### config.mk
export PLATFORM = sky130hd
export DESIGN_NAME = mem_stage
export DESIGN_NICKNAME = d
export VERILOG_FILES = /design/src/rtl/mem_stage.sv
export SDC_FILE = /design/constraint.sdc
export NUM_CORES = 1
export LEC_CHECK = 0
export ABC_AREA = 1
export CAP_MARGIN = 25
export CORE_MARGIN = 2
export CORE_UTILIZATION = 43
export CTS_CLUSTER_DIAMETER = 80
export DETAILED_ROUTE_END_ITERATION = 8
export GPL_ROUTABILITY_DRIVEN = 0
export GPL_TIMING_DRIVEN = 0
export PLACE_DENSITY_LB_ADDON = 0.12
export SLEW_MARGIN = 20
export SYNTH_ARGS = -nofsm -noshare
export SYNTH_HDL_FRONTEND = slang
export SYNTH_SLANG_ARGS = --single-unit
### constraint.sdc
create_clock -name clk -period 2.8 [get_ports clk]
set_clock_uncertainty 0.2 [all_clocks]
set_input_delay 0.7 -clock clk [delete_from_list [all_inputs] [get_ports clk]]
set_output_delay 0.7 -clock clk [all_outputs]
set_load 0.01 [all_outputs]
### src/rtl/mem_stage.sv
// Pipeline MEM stage: EX/MEM register, data-bus access FSM, load/store lane formatting, WB register.
// Latency: one cycle EX->WB for zero-wait acks; each cycle without mem_ack adds one stall cycle.
// Backpressure: Stall holds upstream and this stage while ACCESS waits; aborts after MAX_WAIT cycles.
module mem_stage #(
  parameter int MAX_WAIT = 15
) (
  input  logic        clk,
  input  logic        reset,
  input  logic [31:0] EX_ALUOut,
  input  logic [31:0] EX_WrData,
  input  logic        EX_RegWrite,
  input  logic [4:0]  EX_RegDest,
  input  logic        EX_MemRead,
  input  logic        EX_MemWrite,
  input  logic [1:0]  EX_MemtoReg,
  input  logic [1:0]  EX_Size,
  input  logic        EX_LoadSign,
  input  logic        Flush,
  output logic        mem_req,
  output logic        mem_we,
  output logic [31:0] mem_addr,
  output logic [31:0] mem_wdata,
  output logic [3:0]  mem_be,
  input  logic        mem_ack,
  input  logic [31:0] mem_rdata,
  output logic        Stall,
  output logic [31:0] MEM_Fwd,
  output logic        WB_RegWrite,
  output logic [4:0]  WB_RegDest,
  output logic [31:0] WB_Data,
  output logic        MemErr
);

  localparam int CW = (MAX_WAIT > 1) ? $clog2(MAX_WAIT + 1) : 1;
  localparam logic [CW-1:0] LAST = CW'(MAX_WAIT - 1);

  typedef enum logic {IDLE = 1'b0, ACCESS = 1'b1} state_t;

  typedef struct packed {
    logic [31:0] alu_out;
    logic [31:0] wr_data;
    logic        reg_write;
    logic [4:0]  reg_dest;
    logic        mem_read;
    logic        mem_write;
    logic [1:0]  memto_reg;
    logic [1:0]  size;
    logic        load_sign;
  } exmem_t;

  // Size encoding: 10 byte, 01 half, anything else handled as a word.
  function automatic logic misaligned(input logic [1:0] addr_lo, input logic [1:0] size);
    case (size)
      2'b10:   return 1'b0;
      2'b01:   return addr_lo[0];
      default: return addr_lo != 2'b00;
    endcase
  endfunction

  state_t        state, state_nxt;
  exmem_t        r;
  logic [CW-1:0] wait_cnt;
  logic          in_access, in_mem_op, abort, misalign_r, err;
  logic [7:0]    byte_lane;
  logic [15:0]   half_lane;
  logic [31:0]   load_data;

  assign in_access  = (state == ACCESS);
  assign in_mem_op  = (EX_MemRead | EX_MemWrite) & ~Flush & ~misaligned(EX_ALUOut[1:0], EX_Size);
  assign abort      = in_access & ~mem_ack & (wait_cnt == LAST);
  assign misalign_r = (r.mem_read | r.mem_write) & misaligned(r.alu_out[1:0], r.size);
  assign err        = misalign_r | abort;

  assign mem_addr = {r.alu_out[31:2], 2'b00};
  assign mem_we   = r.mem_write;
  assign MEM_Fwd  = r.alu_out;

  // FSM next state and bus handshake outputs; Stall drops on ack or on the abort cycle.
  always_comb begin
    state_nxt = state;
    mem_req   = 1'b0;
    Stall     = 1'b0;
    if (in_access) begin
      mem_req = 1'b1;
      Stall   = ~mem_ack & ~abort;
    end
    if (!Stall) state_nxt = in_mem_op ? ACCESS : IDLE;
  end

  // FSM state register.
  always_ff @(posedge clk) begin
    if (reset) state <= IDLE;
    else       state <= state_nxt;
  end

  // Count unacknowledged ACCESS cycles; restarts whenever the stage advances.
  always_ff @(posedge clk) begin
    if (reset || !Stall) wait_cnt <= '0;
    else                 wait_cnt <= wait_cnt + CW'(1);
  end

  // EX/MEM register; Flush only takes effect on an advancing edge.
  always_ff @(posedge clk) begin
    if (reset) begin
      r <= '0;
    end else if (!Stall) begin
      r.alu_out   <= EX_ALUOut;
      r.wr_data   <= EX_WrData;
      r.reg_write <= EX_RegWrite & ~Flush;
      r.reg_dest  <= EX_RegDest;
      r.mem_read  <= EX_MemRead & ~Flush;
      r.mem_write <= EX_MemWrite & ~Flush;
      r.memto_reg <= EX_MemtoReg;
      r.size      <= EX_Size;
      r.load_sign <= EX_LoadSign;
    end
  end

  // Store lane enables and lane-replicated write data (little-endian).
  always_comb begin
    mem_be    = 4'b1111;
    mem_wdata = r.wr_data;
    case (r.size)
      2'b10: begin
        mem_be    = 4'b0001 << r.alu_out[1:0];
        mem_wdata = {4{r.wr_data[7:0]}};
      end
      2'b01: begin
        mem_be    = r.alu_out[1] ? 4'b1100 : 4'b0011;
        mem_wdata = {2{r.wr_data[15:0]}};
      end
      default: ;
    endcase
  end

  // Load lane select and sign/zero extension.
  always_comb begin
    case (r.alu_out[1:0])
      2'b00:   byte_lane = mem_rdata[7:0];
      2'b01:   byte_lane = mem_rdata[15:8];
      2'b10:   byte_lane = mem_rdata[23:16];
      default: byte_lane = mem_rdata[31:24];
    endcase
    half_lane = r.alu_out[1] ? mem_rdata[31:16] : mem_rdata[15:0];
    case (r.size)
      2'b10:   load_data = {{24{r.load_sign & byte_lane[7]}}, byte_lane};
      2'b01:   load_data = {{16{r.load_sign & half_lane[15]}}, half_lane};
      default: load_data = mem_rdata;
    endcase
  end

  // WB register; MemErr is cleared on stalled edges so it stays a single-cycle pulse.
  always_ff @(posedge clk) begin
    if (reset) begin
      WB_RegWrite <= 1'b0;
      WB_RegDest  <= '0;
      WB_Data     <= '0;
      MemErr      <= 1'b0;
    end else if (!Stall) begin
      WB_RegWrite <= r.reg_write & ~r.mem_write & ~err;
      WB_RegDest  <= r.reg_dest;
      WB_Data     <= (r.memto_reg == 2'b01) ? load_data : r.alu_out;
      MemErr      <= err;
    end else begin
      MemErr      <= 1'b0;
    end
  end

endmodule

### Yosys cells after proc, flatten, opt, wreduce, memory -nomap -nowiden

Cells that the tools add are included.

* bits in registers: 121
* bits of input ports: 113
* output and inout port bits: 142
* word-level logic and storage cells: 65

* add/sub/neg operators: 1
* equal/unequal tests: 8
* shift-type cells: 1
* mux-type cells: 12
* bitwise logic cells: 22
* reductions and logical operators: 6

Operators by type and width (count)
* $pmux W32 S2: 2
* $mux W32: 1
* $pmux W8 S3: 1
* $mux W16: 1
* $and A1 B1 Y1: 13
* $eq A2 B1 Y1 const B: 4
* $pmux W4 S2: 1
* $eq A2 B2 Y1 const B: 3
* $not A1 Y1: 6
* $add A4 B1 Y4 const B: 1
* $eq A4 B4 Y1 const B: 1
* $mux W4: 1
* $pmux W1 S2: 2
* $reduce_bool A2 Y1: 2
* $shl A1 B2 Y4 const A: 1
* $mux W1: 3
* $or A1 B1 Y1: 3
* $logic_not A2 Y1: 1
* $reduce_or A2 Y1: 1
* $logic_not A1 Y1: 1
* $logic_or A1 B1 Y1: 1

### Longest topological paths before layout

Gate-level depths: netlist (run 1).

* depth after elaboration: 8
* depth in mapped cells: 13
* depth with buffers taken out: 12

### Worst setup path after synthesis (run 1)

Ideal clock, no wire load.

* path kind: register -> output
* start: register r[1] (netlist name)
* end: output port mem_wdata[10]
* data arrival time: 1.501 ns
* required time: 1.900 ns
* slack: 0.399 ns
* cell stages (with the launch flop): 8
* buffers on the path: 3
* path through: dfxtp_1 inv_1 ha_1 buf_2 inv_2 buf_2 clkbuf_1 o21ai_0

* word-level cells in the longest chain between the ends: 2
* elaborated cells on any way between the ends: 3
* classes of those cells: eq/ne: 2; mux: 1

RTL lines
* from (decl): RTL line 61 `exmem_t r;`
* $eq A2 B1 Y1 or $eq A2 B2 Y1 (tied branches): RTL line 123 `case (r.size)`
* $pmux W32 S2 (*): RTL line 123
* to (decl): RTL line 22 `output logic [31:0] mem_wdata,`

Mark *: on every way between the ends. The rest lies on a longest branch, timed or not.

### Worst setup path after layout (run 1)

* start: register r[1] (netlist name)
* end: output port mem_wdata[21]

Same word-level chain as after synthesis.

==> summary.md, run 1 <==
| Metric | Value |
|---|---|
| Worst hold slack after final layout | 0.250 ns |
| Buffer levels on the longest clock path | 2 |
| Boundary Pins | 255 |
| Clk pwr share | 42.7% |
| Share of total power in sequential cells | 35.4% |
| Number of input and output port buffers inserted | 252 |
| Netlist cell types | 35 |
| Clock network latency to the later pin of the worst-skew pair | 0.41 ns |
| Final-report setup violation count | 0 |
| Number of placement rows | 43 |
| Cell leakage power | 4.30 nW |
| Critical path type | flip-flop to primary output |
| Outcome | finished, final reports clean |
| Synth warn | 0 |
| Relative contribution of combinational cells to total power | 21.9% |
| Worst supply voltage drop on vdd | ~400 µV |
| Proportion of layout cells with a drive suffix above 1 | 17.3% |
| Diode insertion count for antenna repair | 0 |
| Global-route wire length before repair | 30700 µm |
| Tightest slew margin relative to the limit | 61.8% |
| Die span in y | 122 µm |
| Post-synthesis average cell area | 7.00 µm² |
| Global-route met1 utilization | between 30% and 40% |
| Vias | 6457 |
| Flip-flop and latch count after synthesis | 121 |
| Internal power contribution | 4.00 mW |
| Power density relative to cell area | 563 nW/µm² |
| Reg-to-reg startpoint | wait_cnt[0]$_SDFF_PP0_ |
| Sequential cell area fraction in the yosys report | 40.4% |
| Starting density of the core | 43.6% |
| Hold Path Origin | WB_Data[4]$_SDFFE_PP0N_ |
| Switching power as a share of total power | 25.8% |
| Maximum level of the CTS H-tree | 4 |
| Most crowded layer after global routing | met2 |
| Met2 Resource Use GR | 42.8% |
| Min-Delay Path Class | flip-flop to flip-flop |
| Routed len/inst | about 15 µm |
| Clock Sinks | 121 |
| Initial antenna violation count | 0 |
| Synth-to-layout area growth | 59.2% |
| Die width | ~120 µm |
| Nature of the critical path startpoint | flip-flop |
| Cell area after synthesis | 6000 µm² |
| Final #Nets | 1258 |
| TritonRoute pass-1 iters | 5 |
| Slew at the pin closest to its max-slew limit | 0.573 ns |
| Final critical-path required period | approximately 2.8 ns |
| Total clock buffers created by CTS | 17 |
| Number of max-slew violations in the final report | 0 |
| Pin count of the biggest net entering global routing | 17 |
| Number of hold buffers added after cts | 0 |
| Data required, critical path | 1.90 ns |
| Number of nets with antenna violations after detailed routing | 0 |
| Highest clock rate | 0.361 GHz |
| DR DRC count | 0 |
| Net switching power | 1.39 mW |
| Nature of the critical path endpoint | primary output |
| Overall die area | 14900 µm² |
| Critical-path maximum fanout | 10 |
| Post-route setup slack | 0.0293 ns |
| Number of hold-slack violations in the final timing report | 0 |
| Via count of the first global-routing pass | 5935 |
| Remaining global-route overflow | 0 |
| Worst Setup Slack post-DPL | -0.431 ns |
| Total routing usage reported by global routing | 26.8% |
| Detailed router's first-iteration violation count | 380 |
| DP Wirelength | 15100 µm |
| Global routing usage on met3 | 6.79% |
| Filler-free cell count of the finished design | 1333 |
| Arrival @ worst endpoint | 1.87 ns |
| Core area | 13800 µm² |
| Clock slew seen by the registers of the worst setup and hold paths | 0.05 ns |
| Detailed Route WL | 20300 µm |
| CTS tree | yes |
| Number of max-capacitance violations reported | 0 |
| Clock tree root driver cell | clkbuf_16 |
| Critical Path Start | r[1]$_SDFFE_PP0N_ |
| Placed Instances | roughly 1300 |
| Number of cells produced by synthesis | 857 |
| Share of the cycle needed by the critical path after routing | just under 100% |
| Detailed-route vias per instance | ~4.8 |
[cells by family after synthesis]
family                   after synthesis  share of synthesized area (%)
other                                  1                         0.0625
buffers and inverters                212                           18.8
adder cells (fa/ha/maj)                5                           1.04
flip-flops                           121                           40.4
AO/OA/AOI/OAI                        194                           17.9
AND/OR/NAND/NOR                      322                           21.6
XOR/XNOR                               2                          0.292
[cell usage in the layout (no fill, tap or decap), types with 4 or more instances in the layout]
| cell | count |
|---|---|
| nand2_1 | 259 |
| clkdlybuf4s50_1 | 223 |
| dfxtp_1 | 119 |
| buf_4 | 91 |
| inv_1 | 86 |
| o21ai_0 | 80 |
| a21oi_1 | 54 |
| buf_2 | 26 |
| nor2_1 | 22 |
| clkbuf_1 | 22 |
| clkbuf_16 | 17 |
| o21ai_1 | 16 |
| nand3_1 | 15 |
| a22o_1 | 10 |
| o22ai_1 | 9 |
| nand2_2 | 8 |
| inv_2 | 8 |
| a22oi_1 | 7 |
| clkdlybuf4s15_1 | 6 |
| buf_6 | 5 |
| dlygate4sd2_1 | 5 |
| o21ai_2 | 4 |
| bufinv_16 | 4 |
[layout make-up]
type	count	area, µm²
clock buffers	24	472
inverters	95	364
well taps	180	225
fillers	1188	4220
clock inverters	8	143
flip-flops and latches	121	2420
repair buffers	264	2550
plain buffers	116	811
multi-input cells	525	2570
[worst max-delay path, cell delays in order, from the launching register on]
cell and delay (ns):
dfxtp_2 0.33, inv_2 0.05, ha_4 0.30, inv_8 0.06
buf_8 0.13, buf_6 0.14, o22ai_1 0.18, clkdlybuf4s15_1 0.28
[per-layer routing]
metal,vias up,routed length (µm)
li1,3216,-
met1,2932,8870
met2,266,9470
met3,43,1460
met4,0,527
met5,-,0
[stage by stage]
stage               setup TNS [ns]  power [mW]  area [µm²]  util (%)
detailed placement           -9.34        3.05        8750      63.6
global route              -0.00158        5.59        9560      69.4
floorplan                        0        2.46        6010         -
finish                           0        5.39        9560      69.4
CTS                       -0.00160        5.38        9500      69.0
global placement             -9.20        3.04        8750      63.6
[power by group through the flow]
| stage | Combinational (mW) | Clock [mW] | Sequential [mW] |
|---|---|---|---|
| 6_report | 1.18 | 2.30 | 1.91 |
| 5_1_grt | 1.27 | 2.40 | 1.92 |
| 4_1_cts | 1.16 | 2.32 | 1.91 |
| 3_5_place_dp | 1.12 | 0 | 1.94 |
| 3_3_place_gp | 1.11 | 0 | 1.93 |
| 2_1_floorplan | 0.508 | 0 | 1.95 |
[cell usage after synthesis]
cell         n  area share [%]
a22o_1      10             1.5
xor2_1       1            0.15
buf_6        3            0.56
buf_2       14             1.2
nor2_4       2            0.38
nand2_2      4            0.42
clkbuf_1    21             1.3
nor2_1      24             1.5
o2111ai_1    1            0.15
ha_1         5             1.0
a31oi_1      8            0.83
a22oi_1      7            0.88
conb_1       1           0.062
nand3_1     15             1.3
inv_1       87             5.4
o21ai_2      2            0.29
nand4_1      3            0.31
or2_2        2            0.21
o22ai_1      9            0.94
a21oi_1     54             4.5
o21ai_1      3            0.25
buf_4       78             9.8
buf_1        1           0.062
nand2_1    266              17
o21ai_0     95             7.9
nand3_4      1            0.29
inv_2        8            0.50
nor3_1       1           0.083
dfxtp_1    121              40
nand3_2      1            0.17
or2_1        2            0.21
xnor2_1      1            0.15
nor2_2       1            0.10
a21oi_2      3            0.44
o211ai_1     2            0.25
[state kept, by name (all words and copies together) (netlist names)]
register,count
r,44
WB_Data,32
mem_we,1
wait_cnt,4
in_access,1
MemErr,1
MEM_Fwd,32
WB_RegWrite,1
WB_RegDest,5
[worst paths after layout]
| kind | end | slack [ns] | cells past startpoint |
|---|---|---|---|
| worst max register to register | r[2]$_SDFFE_PP0N_ | 0.67 | 9 |
| worst max-delay path | mem_wdata[21] | 0.03 | 7 |
| worst min-delay path | WB_Data[4]$_SDFFE_PP0N_ | 0.25 | 2 |
| worst min register to register | WB_Data[4]$_SDFFE_PP0N_ | 0.25 | 2 |
[repair_timing]
item,CTS,global route
buffers inserted,8,3
pin swaps,3,1
setup endpoints to repair,29,28
hold endpoints to repair,0,0
resized for setup,140,20
cloned,1,0
(Power assumes the default switching activity.)
==> run 2: changes to the inputs <==
--- a/config.mk
+++ b/config.mk
@@ -5,7 +5,7 @@
 export SDC_FILE = /design/constraint.sdc
 export NUM_CORES = 1
 export LEC_CHECK = 0
-export ABC_AREA = 1
+export ABC_AREA = 0
 export CAP_MARGIN = 25
 export CORE_MARGIN = 2
 export CORE_UTILIZATION = 43
@@ -14,6 +14,7 @@
 export GPL_ROUTABILITY_DRIVEN = 0
 export GPL_TIMING_DRIVEN = 0
 export PLACE_DENSITY_LB_ADDON = 0.12
+export SKIP_LAST_GASP = 1
 export SLEW_MARGIN = 20
 export SYNTH_ARGS = -nofsm -noshare
 export SYNTH_HDL_FRONTEND = slang
==> run 2 against run 1 <==
Compared with the run above: clock-buffer cell count did not move; final area down 0.75%; critical path depth is the same; largest cell class unchanged; highest routed layer unchanged.
==> summary.md, run 2 <==
| Metric | Value |
|---|---|
| Outcome | finished, final reports clean |
| Pin count of the biggest net entering global routing | 17 |
| Proportion of layout cells with a drive suffix above 1 | 18.0% |
| Dominant cell type by area after synthesis | dfxtp_1 |
| RSZ-0062 raised after global routing | yes |
| Total routing usage reported by global routing | 27.6% |
| Share of the cycle needed by the critical path after routing | between 90% and 100% |
| Die width | 123 µm |
| DP Wirelength | 16000 µm |
| Placed Instances | ~1200 |
| Filler-free cell count of the finished design | between 1000 and 1500 |
| Number of input and output port buffers inserted | 252 |
| Vias | 6514 |
| Synth warn | 0 |
| Reg-to-reg startpoint | r[1]$_SDFFE_PP0N_ |
| Detailed-route vias per instance | 5.17 |
| Clock tree root driver cell | clkbuf_16 |
| Remaining global-route overflow | 0 |
| Sequential cell area fraction in the yosys report | 40.0% |
| Fraction of the mapped netlist area in compound gates | 23.3% |
| Data required, critical path | approximately 1.9 ns |
| Flip-flop count of the largest register, all copies and words added | 44 |
| Hold Path Origin | r[10]$_SDFFE_PP0N_ |
| Cell area after synthesis | 6060 µm² |
| Highest clock rate | about 0.36 GHz |
| Worst Reg-to-Reg Cells | 8 |
| Number of hold buffers added after cts | 0 |
| Core area | 13800 µm² |
| Share of synthesized registers carrying an async set or reset | 0% |
| Critical-path maximum fanout | 10 |
| Ranking of synthesized cells by area | dfxtp_1, nand2_1, buf_4, a21oi_1, clkbuf_1 |
| Boundary Pins | 255 |
| Number of nets with antenna violations after detailed routing | 0 |
| Final #Nets | 1189 |
| Post-synth top cells | nand2_1, dfxtp_1, a21oi_1 |
| Flip-flop and latch count after synthesis | 121 |
| TritonRoute pass-1 iters | 5 |
| Initial antenna violation count | 0 |
| Critical Path Start | r[1]$_SDFFE_PP0N_ |
| Critical path type | flip-flop to primary output |
| Maximum level of the CTS H-tree | 4 |
| Total clock buffers created by CTS | 17 |
| Number of hold-slack violations in the final timing report | 0 |
| Diode insertion count for antenna repair | 0 |
| Register with the most flip-flops | r |
| Power density relative to cell area | between 500 and 600 nW/µm² |
| Largest stage delay on the critical path | between 0.3 and 0.4 ns |
| Via count of the first global-routing pass | 5851 |
| Share of Yosys cell area claimed by the top area cell type | between 30% and 40% |
| Slew at the pin closest to its max-slew limit | between 0.7 and 0.8 ns |
| Post-synthesis simple-gate area fraction | 19.2% |
| Buffer levels on the longest clock path | 2 |
| Detailed router's first-iteration violation count | 574 |
| Number of placement rows | 43 |
| Die span in y | 123 µm |
| Number of cells produced by synthesis | about 800 |
| Routed len/inst | 17.0 µm |
| Clock Sinks | 121 |
| R2R setup slack | about 0.25 ns |
| Number of max-capacitance violations reported | 0 |
| Leading cell type in the layout, fill and taps excluded | nand2_1 |
| Instance count along the most critical hold path | 2 |
| Synth Area in Adders | 1.03% |
| Number of synthesized flops with an enable pin | 0 |
| Cell leakage power | 3.93 nW |
| CTS tree | yes |
| Starting density of the core | 43.9% |
| Overall die area | around 15000 µm² |
| DR DRC count | 0 |
| List of cells traversed by the critical path | buf_4, ha_4, buf_8, clkbuf_8, a22oi_1, o21ai_1, buf_2 |
| Total negative slack | 0 ns |
| Netlist cell types | between 40 and 50 |
| Post-synthesis average cell area | 7.63 µm² |
| Arrival @ worst endpoint | 1.87 ns |
| Nature of the critical path startpoint | flip-flop |
| Global-route wire length before repair | about 32000 µm |
| Tightest slew margin relative to the limit | 47.4% |
| Detailed Route WL | 21400 µm |
| Min-Delay Path Class | flip-flop to flip-flop |
| Highest-count cells in the layout ignoring fill and taps | nand2_1, clkdlybuf4s50_1, dfxtp_1 |
| Dominant synthesized flop cell | dfxtp_1 |
| Multiplexer fraction of the synthesized cell area | 2.04% |
| Post-synthesis share of cell area spent on xor and xnor gates | 0.289% |
| Worst supply voltage drop on vdd | approximately 380 µV |
| Clock network latency to the later pin of the worst-skew pair | ~0.42 ns |
| Final-report setup violation count | 0 |
| Clock slew seen by the registers of the worst setup and hold paths | 0.05 ns |
| Library cell with the highest instance count after synthesis | nand2_1 |
| Number of max-slew violations in the final report | 0 |
| Final critical-path required period | 2.77 ns |
| Nature of the critical path endpoint | primary output |
| Dominant combinational cell family by area after synthesis | compound AO/OA/AOI/OAI gates |
| Synth-to-layout area growth | 56.5% |
| Library cell contributing the largest single delay on the critical path | dfxtp_4 |
run 2: changes by cell type in the layout (fill, tap and decap cells not counted), moves of 10 or more:
cell / change
a21oi_1: +50
o211ai_1: +13
nand2_1: -30
inv_1: -72
nand3_1: -10
o21ai_0: -70
run 2: kinds of logic after synthesis:
logic type / after synthesis
AND/OR/NAND/NOR: 290
AO/OA/AOI/OAI: 216
buffers and inverters: 150
flip-flops: 121
multiplexers: 10
adder cells (fa/ha/maj): 5
XOR/XNOR: 2
other: 1
run 2: final cells by class:
class                           count  area, µm²
Buffer                            127        898
Clock buffer                       24        492
Clock inverter                      4       20.0
Fill cell                        1181       4340
Inverter                           16       65.1
Multi-Input combinational cell    525       2890
Sequential cell                   121       2430
Tap cell                          180        225
Timing Repair Buffer              263       2470
run 2: repair_timing:
action / 4_1_cts / 5_1_grt
pin swaps: 2 / 1
buffers inserted: 8 / 2
gates resized for setup: 181 / 22
gates cloned: 0 / 1
setup endpoints to repair: 31 / 28
run 2: path summary, 6_finish.rpt:
path | to
max | mem_wdata[31]
min | r[10]$_SDFFE_PP0N_
max reg2reg | WB_Data[21]$_SDFFE_PP0N_
min reg2reg | r[10]$_SDFFE_PP0N_
run 2: metrics by stage:
stage	utilization (%)	power (mW)	setup slack (ns)	hold WS (ns)	area, µm²
global placement	63.7	3.07	-1.08	0.232	8810
CTS	68.3	5.01	-0.0151	0.245	9440
detailed placement	63.7	3.08	-1.07	0.241	8810
floorplan	-	2.48	0.159	0.227	6070
global route	68.6	5.21	-0.0283	0.265	9490
finish	68.6	5.02	0.0334	0.249	9490
run 2: report_power, final:
group          internal, mW  leakage, nW  total (mW)  switching (mW)
Clock                  1.19        0.257        1.91           0.720
Combinational         0.643         2.67        1.17           0.526
Sequential             1.84         1.00        1.94          0.0992
run 2: per-layer routing:
layer  vias to the layer above  GRT usage, %  share of wire, %
li1                       3191             -                 -
met1                      2997          37.3                43
met2                       294          43.8                47
met3                        32          5.11               8.0
met4                         0          10.4               2.3
met5                         -             0                 0
run 2: worst max-delay path, delay by kind of cell, from the launching register on:
kind	cells	cell delay [ns]
buffers and inverters	4	0.58
flip-flops	1	0.35
AO/OA/AOI/OAI	2	0.34
adder cells (fa/ha/maj)	1	0.18
